--- src/rtl/ysyx_24110006_exu_pkg.sv ---
// Constants shared by decode and execute: datapath width and ALU op codes.
// Low three bits of a branch code follow RISC-V funct3; bit 3 marks compare ops.
package ysyx_24110006_exu_pkg;

    localparam int XLEN = 32;

    localparam logic [3:0] ALU_ADD  = 4'b0000;
    localparam logic [3:0] ALU_SLL  = 4'b0001;
    localparam logic [3:0] ALU_SLT  = 4'b0010;
    localparam logic [3:0] ALU_SLTU = 4'b0011;
    localparam logic [3:0] ALU_XOR  = 4'b0100;
    localparam logic [3:0] ALU_SR   = 4'b0101;
    localparam logic [3:0] ALU_OR   = 4'b0110;
    localparam logic [3:0] ALU_AND  = 4'b0111;

    localparam logic [3:0] ALU_BEQ  = 4'b1000;
    localparam logic [3:0] ALU_BNE  = 4'b1001;
    localparam logic [3:0] ALU_BLT  = 4'b1100;
    localparam logic [3:0] ALU_BGE  = 4'b1101;
    localparam logic [3:0] ALU_BLTU = 4'b1110;
    localparam logic [3:0] ALU_BGEU = 4'b1111;

endpackage

--- src/rtl/ysyx_24110006_exu_alu.sv ---
// Combinational ALU: adder/subtractor, shifts, logic ops, plus eq/lt flags.
// Signedness of every comparison (SLT/SLTU and branches) is chosen by sign.
module ysyx_24110006_exu_alu
    import ysyx_24110006_exu_pkg::*;
(
    input  logic [XLEN-1:0] a,
    input  logic [XLEN-1:0] b,
    input  logic [3:0]      alu_t,
    input  logic            sub,
    input  logic            sign,
    input  logic            sra,
    output logic [XLEN-1:0] result,
    output logic            eq,
    output logic            lt
);

    logic [XLEN-1:0] b_eff;
    logic [XLEN-1:0] sum;
    logic [4:0]      shamt;

    assign b_eff = sub ? ~b : b;
    assign sum   = a + b_eff + XLEN'(sub);
    assign shamt = b[4:0];
    assign eq    = (a == b);
    assign lt    = sign ? ($signed(a) < $signed(b)) : (a < b);

    always_comb begin
        result = sum;
        case (alu_t)
            ALU_ADD:  result = sum;
            ALU_SLL:  result = a << shamt;
            ALU_SLT,
            ALU_SLTU: result = XLEN'(lt);
            ALU_XOR:  result = a ^ b;
            ALU_SR:   result = sra ? $unsigned($signed(a) >>> shamt) : (a >> shamt);
            ALU_OR:   result = a | b;
            ALU_AND:  result = a & b;
            default:  result = sum;
        endcase
    end

endmodule

--- src/rtl/ysyx_24110006_exu.sv ---
// Execute stage: one registered output entry, branch/jump resolution and a
// single-cycle fetch redirect pulse per accepted bundle.
module ysyx_24110006_exu #(
    parameter int XLEN = ysyx_24110006_exu_pkg::XLEN
) (
    input  logic            clock,
    input  logic            reset,
    input  logic            i_valid,
    output logic            o_ready,
    input  logic [XLEN-1:0] i_pc,
    input  logic [XLEN-1:0] i_rs1,
    input  logic [XLEN-1:0] i_rs2,
    input  logic [XLEN-1:0] i_imm,
    input  logic [3:0]      i_alu_t,
    input  logic            i_sub,
    input  logic            i_sign,
    input  logic            i_alu_sra,
    input  logic            i_a_pc,
    input  logic            i_b_imm,
    input  logic            i_br,
    input  logic            i_jal,
    input  logic            i_jalr,
    input  logic [4:0]      i_rd,
    input  logic            i_wen,
    output logic            o_valid,
    input  logic            i_ready,
    output logic [XLEN-1:0] o_result,
    output logic [4:0]      o_rd,
    output logic            o_wen,
    output logic [XLEN-1:0] o_store_data,
    output logic            o_redirect,
    output logic [XLEN-1:0] o_redirect_pc
);

    import ysyx_24110006_exu_pkg::*;

    // Handshake: a transfer happens on a rising edge where valid && ready.
    // Upstream: accept = i_valid && o_ready; o_ready stays high while draining.
    // Downstream: the entry leaves when o_valid && i_ready; while stalled every
    // output holds, except o_redirect which pulses only in its first cycle.

    logic [XLEN-1:0] alu_a, alu_b, alu_result;
    logic            alu_eq, alu_lt;
    logic            br_taken;
    logic [XLEN-1:0] pc_target, jalr_sum, jalr_target, link_addr;
    logic [XLEN-1:0] next_result, next_redirect_pc;
    logic            next_redirect, next_wen;
    logic            accept;

    assign alu_a = i_a_pc  ? i_pc  : i_rs1;
    assign alu_b = i_b_imm ? i_imm : i_rs2;

    ysyx_24110006_exu_alu u_alu (
        .a      (alu_a),
        .b      (alu_b),
        .alu_t  (i_alu_t),
        .sub    (i_sub),
        .sign   (i_sign),
        .sra    (i_alu_sra),
        .result (alu_result),
        .eq     (alu_eq),
        .lt     (alu_lt)
    );

    always_comb begin
        br_taken = 1'b0;
        case (i_alu_t)
            ALU_BEQ:           br_taken = alu_eq;
            ALU_BNE:           br_taken = !alu_eq;
            ALU_BLT, ALU_BLTU: br_taken = alu_lt;
            ALU_BGE, ALU_BGEU: br_taken = !alu_lt;
            default:           br_taken = 1'b0;
        endcase
    end

    assign pc_target   = i_pc + i_imm;
    assign jalr_sum    = i_rs1 + i_imm;
    assign jalr_target = {jalr_sum[XLEN-1:1], 1'b0};
    assign link_addr   = i_pc + XLEN'(4);

    always_comb begin
        next_redirect    = i_jal || i_jalr || (i_br && br_taken);
        next_redirect_pc = '0;
        if (next_redirect) begin
            next_redirect_pc = i_jalr ? jalr_target : pc_target;
        end
        next_result = (i_jal || i_jalr) ? link_addr : alu_result;
        next_wen    = i_wen && (i_rd != 5'd0) && !i_br;
    end

    assign o_ready = !o_valid || i_ready;
    assign accept  = i_valid && o_ready;

    always_ff @(posedge clock) begin
        if (reset) begin
            o_valid       <= 1'b0;
            o_redirect    <= 1'b0;
            o_wen         <= 1'b0;
            o_result      <= '0;
            o_rd          <= '0;
            o_store_data  <= '0;
            o_redirect_pc <= '0;
        end else if (accept) begin
            o_valid       <= 1'b1;
            o_redirect    <= next_redirect;
            o_wen         <= next_wen;
            o_result      <= next_result;
            o_rd          <= i_rd;
            o_store_data  <= i_rs2;
            o_redirect_pc <= next_redirect_pc;
        end else begin
            o_redirect <= 1'b0;
            if (i_ready) begin
                o_valid <= 1'b0;
            end
        end
    end

endmodule
--- config.mk ---
export PLATFORM = sky130hd
export DESIGN_NAME = ysyx_24110006_exu
export DESIGN_NICKNAME = d
export VERILOG_FILES = /design/src/rtl/ysyx_24110006_exu_pkg.sv /design/src/rtl/ysyx_24110006_exu_alu.sv /design/src/rtl/ysyx_24110006_exu.sv
export SDC_FILE = /design/constraint.sdc
export NUM_CORES = 1
export LEC_CHECK = 0
export CORE_ASPECT_RATIO = 0.75
export CORE_MARGIN = 2
export CORE_UTILIZATION = 35
export CTS_CLUSTER_DIAMETER = 80
export CTS_CLUSTER_SIZE = 8
export DETAILED_ROUTE_END_ITERATION = 10
export SKIP_CTS_REPAIR_TIMING = 1
export SYNTH_ARGS = -nofsm -noshare
export SYNTH_HDL_FRONTEND = slang
export SYNTH_HIERARCHICAL = 1
export SYNTH_SLANG_ARGS = --single-unit
export TNS_END_PERCENT = 50
--- constraint.sdc ---
create_clock -name clock -period 6.5 [get_ports clock]
set_clock_uncertainty 0.05 [all_clocks]
set_input_delay 1.625 -clock clock [delete_from_list [all_inputs] [get_ports clock]]
set_output_delay 1.625 -clock clock [all_outputs]
set_load 0.01 [all_outputs]
* Word level (Yosys, flattened, before mapping)
Cells that the tools add are included.
W data, S select, Z words.
** Storage, ports and cells
- Memories kept :: 0
- Register bits after elaboration :: 104
- Input bits :: 150
- Latch bits :: 0
- Memory bits (writable) :: 0
- Bits in read-only memories :: 0
- Logic and storage cells :: 65
** Cells by class
- Bitwise operators :: 5
- Divide/modulo/power cells :: 0
- Reductions and logical operators :: 17
- Shifts and indexed selects :: 3
- $mul :: 0
- $add $sub $neg :: 5
- Equal/unequal tests :: 14
- Multiplexer cells :: 12
- Order comparisons :: 2
** Operator list (count)
- $mux W32 :: 7
- $pmux W32 S6 :: 1
- $add A32 B32 Y32 :: 3
- $lt A32 B32 Y1 :: 2
- $add A32 B1 Y32 :: 1
- $add A32 B3 Y32 const B :: 1
- $and A32 B32 Y32 :: 1
- $eq A32 B32 Y1 :: 1
- $not A32 Y32 :: 1
- $or A32 B32 Y32 :: 1
- $shl A32 B5 Y32 :: 1
- $shr A32 B5 Y32 :: 1
- $sshr A32 B5 Y32 :: 1
- $xor A32 B32 Y32 :: 1
- $eq A4 B4 Y1 const B :: 6
- $eq A4 B3 Y1 const B :: 4
- $eq A4 B2 Y1 const B :: 2
- $reduce_or A2 Y1 :: 4
- $reduce_bool A5 Y1 :: 1
- $eq A4 B1 Y1 const B :: 1
- $logic_and A1 B1 Y1 :: 4
- $logic_not A1 Y1 :: 4
- $pmux W1 S4 :: 1
- $logic_or A1 B1 Y1 :: 3
- 3 further kinds :: 5

* Depth between registers and ports, before layout
- Word-level depth :: 8
- Depth in mapped cells :: 26

* Hierarchy
Netlist, hierarchy kept.
** By module, submodules not included
- ysyx_24110006_exu :: times used 1, area an instance 8553.2 sq um, cells an instance 1106, sequential area each 2082.0 sq um
- ysyx_24110006_exu_alu :: times used 1, area an instance 8287.9 sq um, cells an instance 1162, sequential area each 0.0 sq um

* Worst setup path after synthesis
Ideal clock, no wire load.
- Path type :: input to register
- Start :: input port i_b_imm
- End :: register o_redirect_pc[22]
- Arrival time :: 6.254 ns
- Cell stages on the path :: 25
- Setup time :: 0.122 ns
- Data required time :: 6.328 ns
- Slack :: 0.074 ns
- Cell sequence :: clkbuf_1 buf_1 mux2_2 clkbuf_1 inv_1 clkbuf_1 buf_2 ha_1 inv_1 a21oi_1 o21bai_1 a311oi_1 nand3_1 a211oi_1 xor2_1 a22o_1 xor2_1 a22oi_1 nor2_1 o21a_1 nand2b_1 inv_1 nand2_1 nor3_1 a221o_1
** On the way
- Word-level cells in the longest chain between the ends :: 8
- Elaborated cells between the ends (all ways) :: 11
** RTL lines
- start, declared :: RTL line ysyx_24110006_exu.sv:19 : input logic i_b_imm,
- $mux W32 (*) :: RTL line ysyx_24110006_exu.sv:51 : assign alu_b = i_b_imm ? i_imm : i_rs2;
- net alu_b[2] :: RTL line ysyx_24110006_exu.sv:42 : logic [XLEN-1:0] alu_a, alu_b, alu_result;
- $lt A32 B32 Y1 :: RTL line ysyx_24110006_exu_alu.sv:25 : assign lt = sign ? ($signed(a) < $signed(b)) : (a < b);
- $mux W1 (*) :: RTL line ysyx_24110006_exu_alu.sv:25
- net alu_lt :: RTL line ysyx_24110006_exu.sv:43 : logic alu_eq, alu_lt;
- $logic_not A1 Y1 :: RTL line ysyx_24110006_exu.sv:71 : ALU_BGE, ALU_BGEU: br_taken = !alu_lt;
- $pmux W1 S4 (*) :: RTL line ysyx_24110006_exu.sv:67 : case (i_alu_t)
- $logic_and A1 B1 Y1 (*) :: RTL line ysyx_24110006_exu.sv:82 : next_redirect = i_jal || i_jalr || (i_br && br_taken);
- $logic_or A1 B1 Y1 (*) :: RTL line ysyx_24110006_exu.sv:82
- $mux W32 (*) :: RTL line ysyx_24110006_exu.sv:84 : if (next_redirect) begin
- end signal, assigned :: RTL line ysyx_24110006_exu.sv:110 : o_redirect_pc <= next_redirect_pc;
- end, declared :: RTL line ysyx_24110006_exu.sv:32 : output logic [XLEN-1:0] o_redirect_pc
Mark *: on every way through the listed nets, which the timed path passes. The rest lies on a longest branch.
A chain may end at the register's enable or synchronous reset.

* Final worst setup path
- Start :: input port i_a_pc
- End :: register o_redirect_pc[22]
** On the way
- Word-level cells in the longest chain between the ends :: 8
- Elaborated cells between the ends (all ways) :: 11
** RTL lines
- start, declared :: RTL line ysyx_24110006_exu.sv:18 : input logic i_a_pc,
- $mux W32 (*) :: RTL line ysyx_24110006_exu.sv:50 : assign alu_a = i_a_pc ? i_pc : i_rs1;
- net alu_a[12] :: RTL line ysyx_24110006_exu.sv:42
- $lt A32 B32 Y1 :: RTL line ysyx_24110006_exu_alu.sv:25
- $mux W1 (*) :: RTL line ysyx_24110006_exu_alu.sv:25
- net alu_lt :: RTL line ysyx_24110006_exu.sv:43
- $logic_not A1 Y1 :: RTL line ysyx_24110006_exu.sv:71
- $pmux W1 S4 (*) :: RTL line ysyx_24110006_exu.sv:67
- $logic_and A1 B1 Y1 (*) :: RTL line ysyx_24110006_exu.sv:82
- $logic_or A1 B1 Y1 (*) :: RTL line ysyx_24110006_exu.sv:82
- $mux W32 (*) :: RTL line ysyx_24110006_exu.sv:84
Marks and branches as above.

==> load_flow_metrics.sql <==
INSERT INTO impl_metrics (metric_group, metric, value, unit) VALUES
('finish', 'final_design_area_no_fill', '20800', 'µm²'),
('placement', 'io_buffers', '254', ''),
('placement', 'dpl-instance-area', '20500', 'µm²'),
('clock_network', 'cts-buffers-inserted', '9', ''),
('setup_path', 'cp_max_fo', '9', ''),
('setup_path', 'cp-start-kind', 'input pin', ''),
('sta', 'grt_setup_unrepaired', 'false', ''),
('floorplan', 'initial_standard_cell_utilization_of_the_core', '35.5', '%'),
('floorplan', 'die_area', '49900', 'µm²'),
('setup_path', 'r2r_end', 'o_redirect_pc[31]', ''),
('clock_network', 'clock_insertion_delay_worst_skew', '380', 'ps'),
('power', 'vdd.ir_drop.worst', '0.000139', 'V'),
('route', 'drc', '0', ''),
('sta', 'worst_slew_pin_slew', '1040', 'ps'),
('synthesis', 'postSynth.asyncResetShare', '0', '%'),
('synthesis', 'synthFlopType', 'sky130_fd_sc_hd__dfxtp_1', ''),
('synthesis', 'netlist_top_cells_count', '246 x sky130_fd_sc_hd__nand2_1, 237 x sky130_fd_sc_hd__a21oi_1, 236 x sky130_fd_sc_hd__nor2_1, 189 x sky130_fd_sc_hd__ha_1, 131 x sky130_fd_sc_hd__o21ai_0', ''),
('setup_path', 'timing.setup.critical_path_class', 'input pin to flop', ''),
('outcome', 'status', 'finished, final reports clean', ''),
('route', 'viasPerCell', '5.97', ''),
('synthesis', 'netlist.top_cell.by_area', 'sky130_fd_sc_hd__ha_1', ''),
('sta', 'final-setup-viol-count', '0', ''),
('route', 'detail_route.iter0.violations', '2123', ''),
('setup_path', 'timing.critical_path.arrival', '6510', 'ps'),
('clock_network', 'clkSlewWorstSetupHoldPaths', '80', 'ps'),
('setup_path', 'cp-endpoint', 'o_redirect_pc[22]', ''),
('sta', 'final_min_period_over_clock_period', '96.8', '%'),
('route', 'ant_nets', '0', ''),
('clock_network', 'cts_h_tree_lvls', '3', ''),
('global_routing', 'grt_use_total', '29.9', '%'),
('synthesis', 'synth_top_area_share', '14.0', '%'),
('clock_network', 'tritoncts', 'yes', ''),
('setup_path', 'register_to_register_path_setup_slack', '4090', 'ps'),
('setup_path', 'critPathTopFamily', 'simple AND/OR/NAND/NOR gates', ''),
('synthesis', 'postSynthCellCount', '2268', ''),
('placement', 'gp_congestion', '0.958', ''),
('sta', 'relSlewSlack', '30.1', '%'),
('global_routing', 'grt_pass1_wl', '114000', 'µm'),
('setup_path', 'worst_r2r_startpoint', 'o_valid', ''),
('synthesis', 'synth_sequential_area_ratio', '12.4', '%'),
('hold_path', 'hold_class', 'flop to flop', ''),
('sta', 'hold_violations', '0', ''),
('finish', 'post-route-util', '43.8', '%'),
('setup_path', 'cp.buffers_inverters', '5', ''),
('synthesis', 'synth_area_leaders', 'sky130_fd_sc_hd__ha_1 14%, sky130_fd_sc_hd__dfxtp_1 12%, sky130_fd_sc_hd__a21oi_1 7.0%, sky130_fd_sc_hd__mux4_2 6.0%, sky130_fd_sc_hd__nand2_1 5.5%', ''),
('synthesis', 'synth-seq-cells', '104', ''),
('synthesis', 'syn_nets', '2610', ''),
('synthesis', 'mappedNetlistArea', '16800', 'µm²'),
('sta', 'whs', '409', 'ps'),
('job', 'timing.max_cap.violations', '0', ''),
('synthesis', 'ys_warn_count', '6', ''),
('setup_path', 'timing.critical_path.slowest_cell_delay', '540', 'ps'),
('clock_network', 'cts_root_buffer', 'sky130_fd_sc_hd__clkbuf_16', ''),
('clock_network', 'cts_sinks', '104', ''),
('floorplan', 'placement_rows', '69', ''),
('global_routing', 'grt_remaining_overflow', '0', ''),
('floorplan', 'ios', '255', ''),
('synthesis', 'number_of_library_cell_types_mapped_by_synthesis', '88', ''),
('route', 'dr.pass1.iters', '6', ''),
('route', 'vias', '18800', ''),
('synthesis', 'yosys.cell_count.top_type', 'sky130_fd_sc_hd__nand2_1', ''),
('clock_network', 'clock_tree.buffer_depth', '2', ''),
('finish', 'syn2layout_area_growth', '23.3', '%'),
('sta', 'fmaxAchievable', '0.159', 'GHz'),
('placement', 'detailed_placement_hpwl', '62700', 'µm'),
('power', 'fin_total_pwr', '3.47', 'mW'),
('global_routing', 'number_of_global_route_vias_before_repair', '17700', ''),
('finish', 'num-nets-final', '2849', ''),
('floorplan', 'die_h', '194', 'µm'),
('setup_path', 'reg2regPathDepth', '8', ''),
('finish', 'insertedDiodeCount', '0', '');
## routing by layer
layer	vias to the layer above	global-route usage, %	share of wire (%)
met3	102	6.67	8.8
met2	933	45.4	43
met4	2	7.51	2.3
met5	-	0	0.013
met1	9036	42.7	46
li1	8746	-	-
## logic make-up (layout without fill, tap and decap cells)
logic type,Yosys count,count (layout),synth area share [%]
muxes,179,179,14.5
buffers and inverters,254,498,5.99
and+or+nand+nor,698,698,19.1
AOI/OAI and AO/OA,708,708,26.7
DFF,104,104,12.4
xor gates and xnor gates,133,133,6.92
adders and majority gates,192,192,14.4
## where the power goes
group	leakage (nW)	internal, mW	total [mW]	switching [mW]
registers	0.855	0.687	0.724	0.0367
clock network	0.143	0.270	0.584	0.314
logic	7.60	0.881	2.17	1.28
total	8.60	1.84	3.47	1.64
## cell type report
class	count	area, µm²	area share (%)
Sequential cell	104	2080	10.0
Clock inverter	7	63.8	0.307
Clock buffer	9	225	1.08
Tap cell	639	800	3.85
Timing Repair Buffer	366	3390	16.3
Inverter	116	435	2.10
Multi-Input combinational cell	1910	13800	66.3
## tightest hold or removal path, cell delays in order, from the launching register on
cell and delay (ps):
sky130_fd_sc_hd__dfxtp_1 310, sky130_fd_sc_hd__nand2_1 50, sky130_fd_sc_hd__a21oi_1 50
## stage by stage
step / instances / TNS, ps
after floorplan: 2268 / 0
after global placement: 3135 / -241
after detailed placement: 3135 / -1290
after CTS: 3151 / 0
after global routing: 3151 / 0
final: 3151 / 0
## cell usage in the layout (no fill, tap or decap), drive strengths merged, types with 55 or more instances in the layout
| cell type | n |
|---|---|
| a21oi | 238 |
| buf | 116 |
| clkdlybuf4s50 | 250 |
| dfxtp | 104 |
| ha | 189 |
| inv | 116 |
| mux2 | 76 |
| mux2i | 58 |
| nand2 | 246 |
| nor2 | 236 |
| o21ai | 144 |
| xnor2 | 55 |
| xor2 | 78 |
## worst min-delay path by stage
stage,start,end,slack (ps),cells after the start
2_1_floorplan,o_redirect_pc[21],o_redirect_pc[21],420,2
3_3_place_gp,o_redirect_pc[21],o_redirect_pc[21],390,2
3_5_place_dp,o_store_data[16],o_store_data[16],400,2
4_1_cts,o_store_data[5],o_store_data[5],410,2
5_1_grt,o_store_data[5],o_store_data[5],430,2
6_report,o_result[2],o_result[2],410,2
## registers in the layout (all words and copies together) (netlist names)
register	flops
o_rd	5
o_redirect	1
o_redirect_pc	32
o_result	32
o_store_data	32
o_valid	1
o_wen	1
(Power assumes the default switching activity.)
